**src/rtl/if_prefetch_stage.sv**
```systemverilog
// Instruction-fetch stage with a DEPTH-entry prefetch ring and a pipelined
// request/grant/response memory port, delivering in order to ID with redirect flush.
module if_prefetch_stage #(
    parameter int                ADDR_W   = 32,
    parameter int                INSTR_W  = 32,
    parameter int                DEPTH    = 4,
    parameter logic [ADDR_W-1:0] RESET_PC = '0
) (
    input  logic               clk,
    input  logic               rst,
    input  logic               freeze,
    input  logic               branchTaken,
    input  logic [ADDR_W-1:0]  branchAddress,
    output logic               imem_req,
    output logic [ADDR_W-1:0]  imem_addr,
    input  logic               imem_gnt,
    input  logic               imem_rvalid,
    input  logic [INSTR_W-1:0] imem_rdata,
    output logic               if_valid,
    output logic [ADDR_W-1:0]  PC,
    output logic [INSTR_W-1:0] instruction
);

    localparam int PTR_W = (DEPTH > 1) ? $clog2(DEPTH) : 1;
    localparam int CNT_W = $clog2(DEPTH + 1);
    localparam int SUM_W = CNT_W + 2;

    // One ring holds every entry in order: [head, resp) buffered, [resp, issue) in flight.
    logic [ADDR_W-1:0]  addrQueue [DEPTH];
    logic [INSTR_W-1:0] dataBuf   [DEPTH];
    logic [PTR_W-1:0]   headPtr;
    logic [PTR_W-1:0]   respPtr;
    logic [PTR_W-1:0]   issuePtr;
    logic [CNT_W-1:0]   bufCount;
    logic [CNT_W-1:0]   outstanding;
    logic [CNT_W-1:0]   dropCount;
    logic [ADDR_W-1:0]  fetchPc;

    logic [SUM_W-1:0]   occupancy;
    logic               issue;
    logic               rspDrop;
    logic               rspAccept;
    logic               bufValid;
    logic               pop;

    // Stale responses still occupy capacity so the ring can never be overrun.
    assign occupancy = SUM_W'(bufCount) + SUM_W'(outstanding) + SUM_W'(dropCount);
    assign imem_req  = occupancy < SUM_W'(DEPTH);
    assign imem_addr = fetchPc;

    assign issue     = imem_req && imem_gnt;
    assign rspDrop   = imem_rvalid && (dropCount != '0);
    assign rspAccept = imem_rvalid && (dropCount == '0) && (outstanding != '0);
    assign bufValid  = bufCount != '0;
    assign pop       = bufValid && !freeze;

    assign if_valid    = bufValid;
    assign PC          = bufValid ? addrQueue[headPtr] + ADDR_W'(4) : '0;
    assign instruction = bufValid ? dataBuf[headPtr] : '0;

    // NOTE: storage arrays are not reset; the pointers and counters alone decide
    // which slots are meaningful, so clearing the data would only cost a reset tree.
    always_ff @(posedge clk) begin
        if (issue) begin
            addrQueue[issuePtr] <= fetchPc;
        end
        if (rspAccept) begin
            dataBuf[respPtr] <= imem_rdata;
        end
    end

    // NOTE: all state below uses non-blocking assignments so every update reads
    // the pre-edge values, matching the combinational terms computed above.
    always_ff @(posedge clk or posedge rst) begin
        if (rst) begin
            fetchPc     <= RESET_PC;
            headPtr     <= '0;
            respPtr     <= '0;
            issuePtr    <= '0;
            bufCount    <= '0;
            outstanding <= '0;
            dropCount   <= '0;
        end else if (branchTaken) begin
            // Everything issued before or during this edge belongs to the old stream.
            fetchPc     <= branchAddress;
            headPtr     <= '0;
            respPtr     <= '0;
            issuePtr    <= '0;
            bufCount    <= '0;
            outstanding <= '0;
            dropCount   <= dropCount + outstanding + CNT_W'(issue)
                           - CNT_W'(rspDrop || rspAccept);
        end else begin
            if (issue) begin
                issuePtr <= issuePtr + PTR_W'(1);
                fetchPc  <= fetchPc + ADDR_W'(4);
            end
            if (rspDrop) begin
                dropCount <= dropCount - CNT_W'(1);
            end
            if (rspAccept) begin
                respPtr <= respPtr + PTR_W'(1);
            end
            if (pop) begin
                headPtr <= headPtr + PTR_W'(1);
            end
            outstanding <= outstanding + CNT_W'(issue) - CNT_W'(rspAccept);
            bufCount    <= bufCount + CNT_W'(rspAccept) - CNT_W'(pop);
        end
    end

endmodule
```
**config.mk**
```make
export PLATFORM = sky130hd
export DESIGN_NAME = if_prefetch_stage
export DESIGN_NICKNAME = d
export VERILOG_FILES = /design/src/rtl/if_prefetch_stage.sv
export SDC_FILE = /design/constraint.sdc
export NUM_CORES = 1
export LEC_CHECK = 0
export CAP_MARGIN = 20
export CORE_MARGIN = 2
export CORE_UTILIZATION = 55
export DETAILED_ROUTE_END_ITERATION = 10
export HOLD_SLACK_MARGIN = 0.03
export PLACE_DENSITY = 0.79
export SYNTH_ARGS = -nofsm -noshare
export SYNTH_HDL_FRONTEND = slang
export SYNTH_SLANG_ARGS = --single-unit
export TNS_END_PERCENT = 100
```
**constraint.sdc**
```tcl
create_clock -name clk -period 5.5 [get_ports clk]
set_input_delay 1.1 -clock clk [delete_from_list [all_inputs] [get_ports clk]]
set_output_delay 1.1 -clock clk [all_outputs]
set_load 0.05 [all_outputs]
```
==> results list <==
- The flow ran to the end, and the final reports show no timing, DRC or antenna violations.
- Post-route DRC: 0
- Nets@finish: between 1000 and 1500
- Counting along the longest clock path gives a buffer depth of 3.
* Cts repair resizes: 0
* Number of DRC markers in iteration 0: 721
- Synthesis produced a netlist with a net count of about 930.
- Placed Cells: about 1300
- The floorplan step set the die width to approximately 160 um.
- Cell area after synthesis: 13300 um2
- Max-slew violation count: 0
- Clock H-tree levels: 1
- The tree is rooted in a clkbuf_16.
- Dividing the detail-routed wire length by the instance count gives about 22 um.
- Highest-delay cell along the critical path: clkdlybuf4s50_1
- Setup repair after global routing missed its margin: no
- Counting instances, the worst hold path has a depth of 2.
- Critical Path, Cell by Cell: mux4_1 > ha_1 > nand2_1 > or4_1 > or4_1 > a21oi_1 > clkdlybuf4s50_1
- The synthesized design contains approximately 300 register bits.
* Power density cells: 576 nW/um2
- Startpoint of the most critical register-to-register path: outstanding[1]
- Reg2reg setup slack: roughly 1600 ps
- Syn-to-layout area delta: 23.0%
- The number of clock buffers added by TritonCTS is 30.
- After detailed routing, the total wire length is 29.4 mm.
- Clock-pin slew of the registers on the worst-case setup and hold paths: 60 ps
- In this run the worst path has a maximum fanout of 30.
- Routability Congestion: roughly 0.84
* Required time of the worst setup path: ~4400 ps
- Dividing the synthesized area by the synthesized cell count gives 16.1 um2.
- STA classifies the critical path endpoint as an output port.
- In this run the critical register-to-register path is captured at outstanding[2].
- Of the post-synthesis cell area, the dominant cell type holds 0.577.
* Count of maximum capacitance violations: 0
- The path with the worst hold slack has its endpoint at dropCount[1].
- Kind of critical path: flip-flop to output port
- The number of global-route vias before repair is 8052.
- The worst setup path is launched from a flip-flop.
- Measured against its own limit, the worst slew margin works out to 0.347.
* Count of nets left with antenna violations after detail routing: 0
* Share of synthesized flip-flops with an asynchronous set or reset: 0.155
- At the pin with the least slew margin, the transition time is 967 ps.
- TritonCTS built the clock tree.
- Clock latency on the worst-skew pair, taken at its later pin, is 580 ps.
- Entering global routing, the biggest net connects 61 pins.
- Sorting the synthesized cells by area gives the leading types as edfxtp_1, dfrtp_1, mux4_2, mux4_1, and2_1.
- For this run, the number of Yosys warnings is 0.
* Hold wc startpoint: dropCount[1]
- Starting density of the core: 0.564
- Crit path largest cell delay: 820 ps
- Class of the most critical hold timing path: flip-flop to flip-flop
- For this design, the CTS-stage hold fixing added 0 buffers.
- Mean number of vias per cell: 5.87
* Overflow left after global routing: 0
- Final Cycle Share: 0.965
- Across the VDD grid, the largest voltage drop is 381 uV.
* Wire length of the first global-routing pass: 45.5 mm
- The region available for standard cell placement spans around 24000 um2.
* Cell variety after synth: 51
* Count of boundary I/O pins: roughly 170
- Die area: 25500 um2
* CP dominant cell by count: or4_1
* Std cell rows: 56
- Of the synthesized area, sequential elements account for 0.665.
- Counting every instance in the synthesized netlist gives between 800 and 900.
- The most used flip-flop cell after synthesis is edfxtp_1.
* Iteration count of the initial detailed-routing pass: 5
- TritonCTS sink count: 303
- Standby leakage power: 5.49 nW
- The initial antenna violation count came to 0.
- Ratio of cells with drive above 1 in the final layout: 0.129
- Vert. Die Dim: 160 um
- Final count of hold timing violations: 0
- Buffers added to address setup during post-CTS repair amount to 0.
- The routed design could run at a clock period as short as approximately 5300 ps.
* Number of synthesized flops with an enable pin: 256
- The finished layout holds between 1000 and 1500 standard cells, fillers aside.
- Final sum of negative setup slack: 0 ps
- The synthesized design spends more area on one cell type than any other, namely edfxtp_1.
- All-Layer GR Usage: 0.231
- DP HPWL: 19.0 mm
* Clk_skew: 37.2 ps
- 0 antenna diodes ended up in the layout.
- Setup violations remaining at the end of the flow were counted as 0.
- STA puts the critical path data arrival time at 4210 ps.
- The filler cells instantiated in the layout total 1549.
- Leaving out fill and tap cells, the most frequent cell in the layout is edfxtp_1.
- The routed layout has 7938 vias.
* Port buffer count: approximately 170
- Worst Reg2Reg Path Length in Cells: 17
* Max Clock Freq: about 190 MHz
* Most frequent cells in the layout: edfxtp_1, clkdlybuf4s50_1, nand2_1, mux4_2, and2_1
==> Yosys cell counts, types with 12 or more instances <==
cell      instances
a211oi_1         12
a21oi_1          23
and2_1           47
clkbuf_1         24
dfrtp_1          47
edfxtp_1        256
ha_1             20
inv_1            31
mux4_1           14
mux4_2           50
nand2_1          53
nand3_1          17
nor2_1           37
o21ai_0          27
or4_1            12
xnor2_1          31
==> layer usage <==
metal | track usage | share of wire
met5 | 0 | 0
met4 | 0.0595 | 0.017
met3 | 0.0377 | 0.084
met2 | 0.386 | 0.51
met1 | 0.321 | 0.39
==> cell families after synthesis <==
group | Yosys count | synth area share
AOI/OAI and AO/OA | 99 | 0.0470
xor gates and xnor gates | 41 | 0.0269
adders and majority gates | 27 | 0.0293
buffers and inverters | 68 | 0.0228
DFF | 303 | 0.665
muxes | 70 | 0.117
and+or+nand+nor | 222 | 0.0919
==> how the worst max path moves through the flow <==
| stage | start | end | slack [ps] | depth (start not counted) |
|---|---|---|---|---|
| 3_3_place_gp | headPtr[0] | PC[30] | 720 | 7 |
| 6_report | headPtr[1] | PC[30] | 190 | 7 |
| 5_1_grt | headPtr[1] | PC[30] | 40 | 7 |
| 4_1_cts | headPtr[0] | PC[30] | 40 | 7 |
| 3_5_place_dp | headPtr[0] | PC[26] | 670 | 7 |
| 2_1_floorplan | headPtr[0] | PC[28] | 700 | 7 |
==> worst max-delay path: cells and delay by family, from the launching register on <==
kind	cells	cell delay [ps]
and+or+nand+nor	3	1250
buffers and inverters	1	820
DFF	1	790
muxes	1	350
adders and majority gates	1	250
AOI/OAI and AO/OA	1	170
==> flip-flops by register name, indices dropped and copies added (netlist names) <==
signal	flops
addrQueue	128
imem_addr	32
dataBuf	128
headPtr	2
outstanding	3
dropCount	3
bufCount	3
issuePtr	2
respPtr	2
==> through the flow <==
stage	hold slack [ps]	total power, mW	util	worst slack [ps]	area (um2)
after global routing	619	9.86	0.694	44.5	16400
after global placement	549	7.34	0.650	720	15300
after detailed placement	568	7.43	0.650	672	15400
after floorplan	525	6.05	-	704	13300
after CTS	580	9.48	0.693	41.8	16400
final	577	9.44	0.694	192	16400
==> where the power goes <==
group | internal, mW | total [mW] | switching, mW
registers | 2.82 | 3.04 | 0.222
logic | 1.57 | 4.36 | 2.79
clock network | 1.20 | 2.04 | 0.840
==> cell type report <==
type                    instances  area, um2  area share
flip-flops and latches        303       8870       0.541
inverters                      31        116     0.00710
multi-input cells             459       4170       0.255
clock buffers                  44        873      0.0533
clock inverters                12        139     0.00847
well taps                     319        399      0.0244
repair buffers                185       1820       0.111
Note: power is estimated with default switching activity, not from simulation.
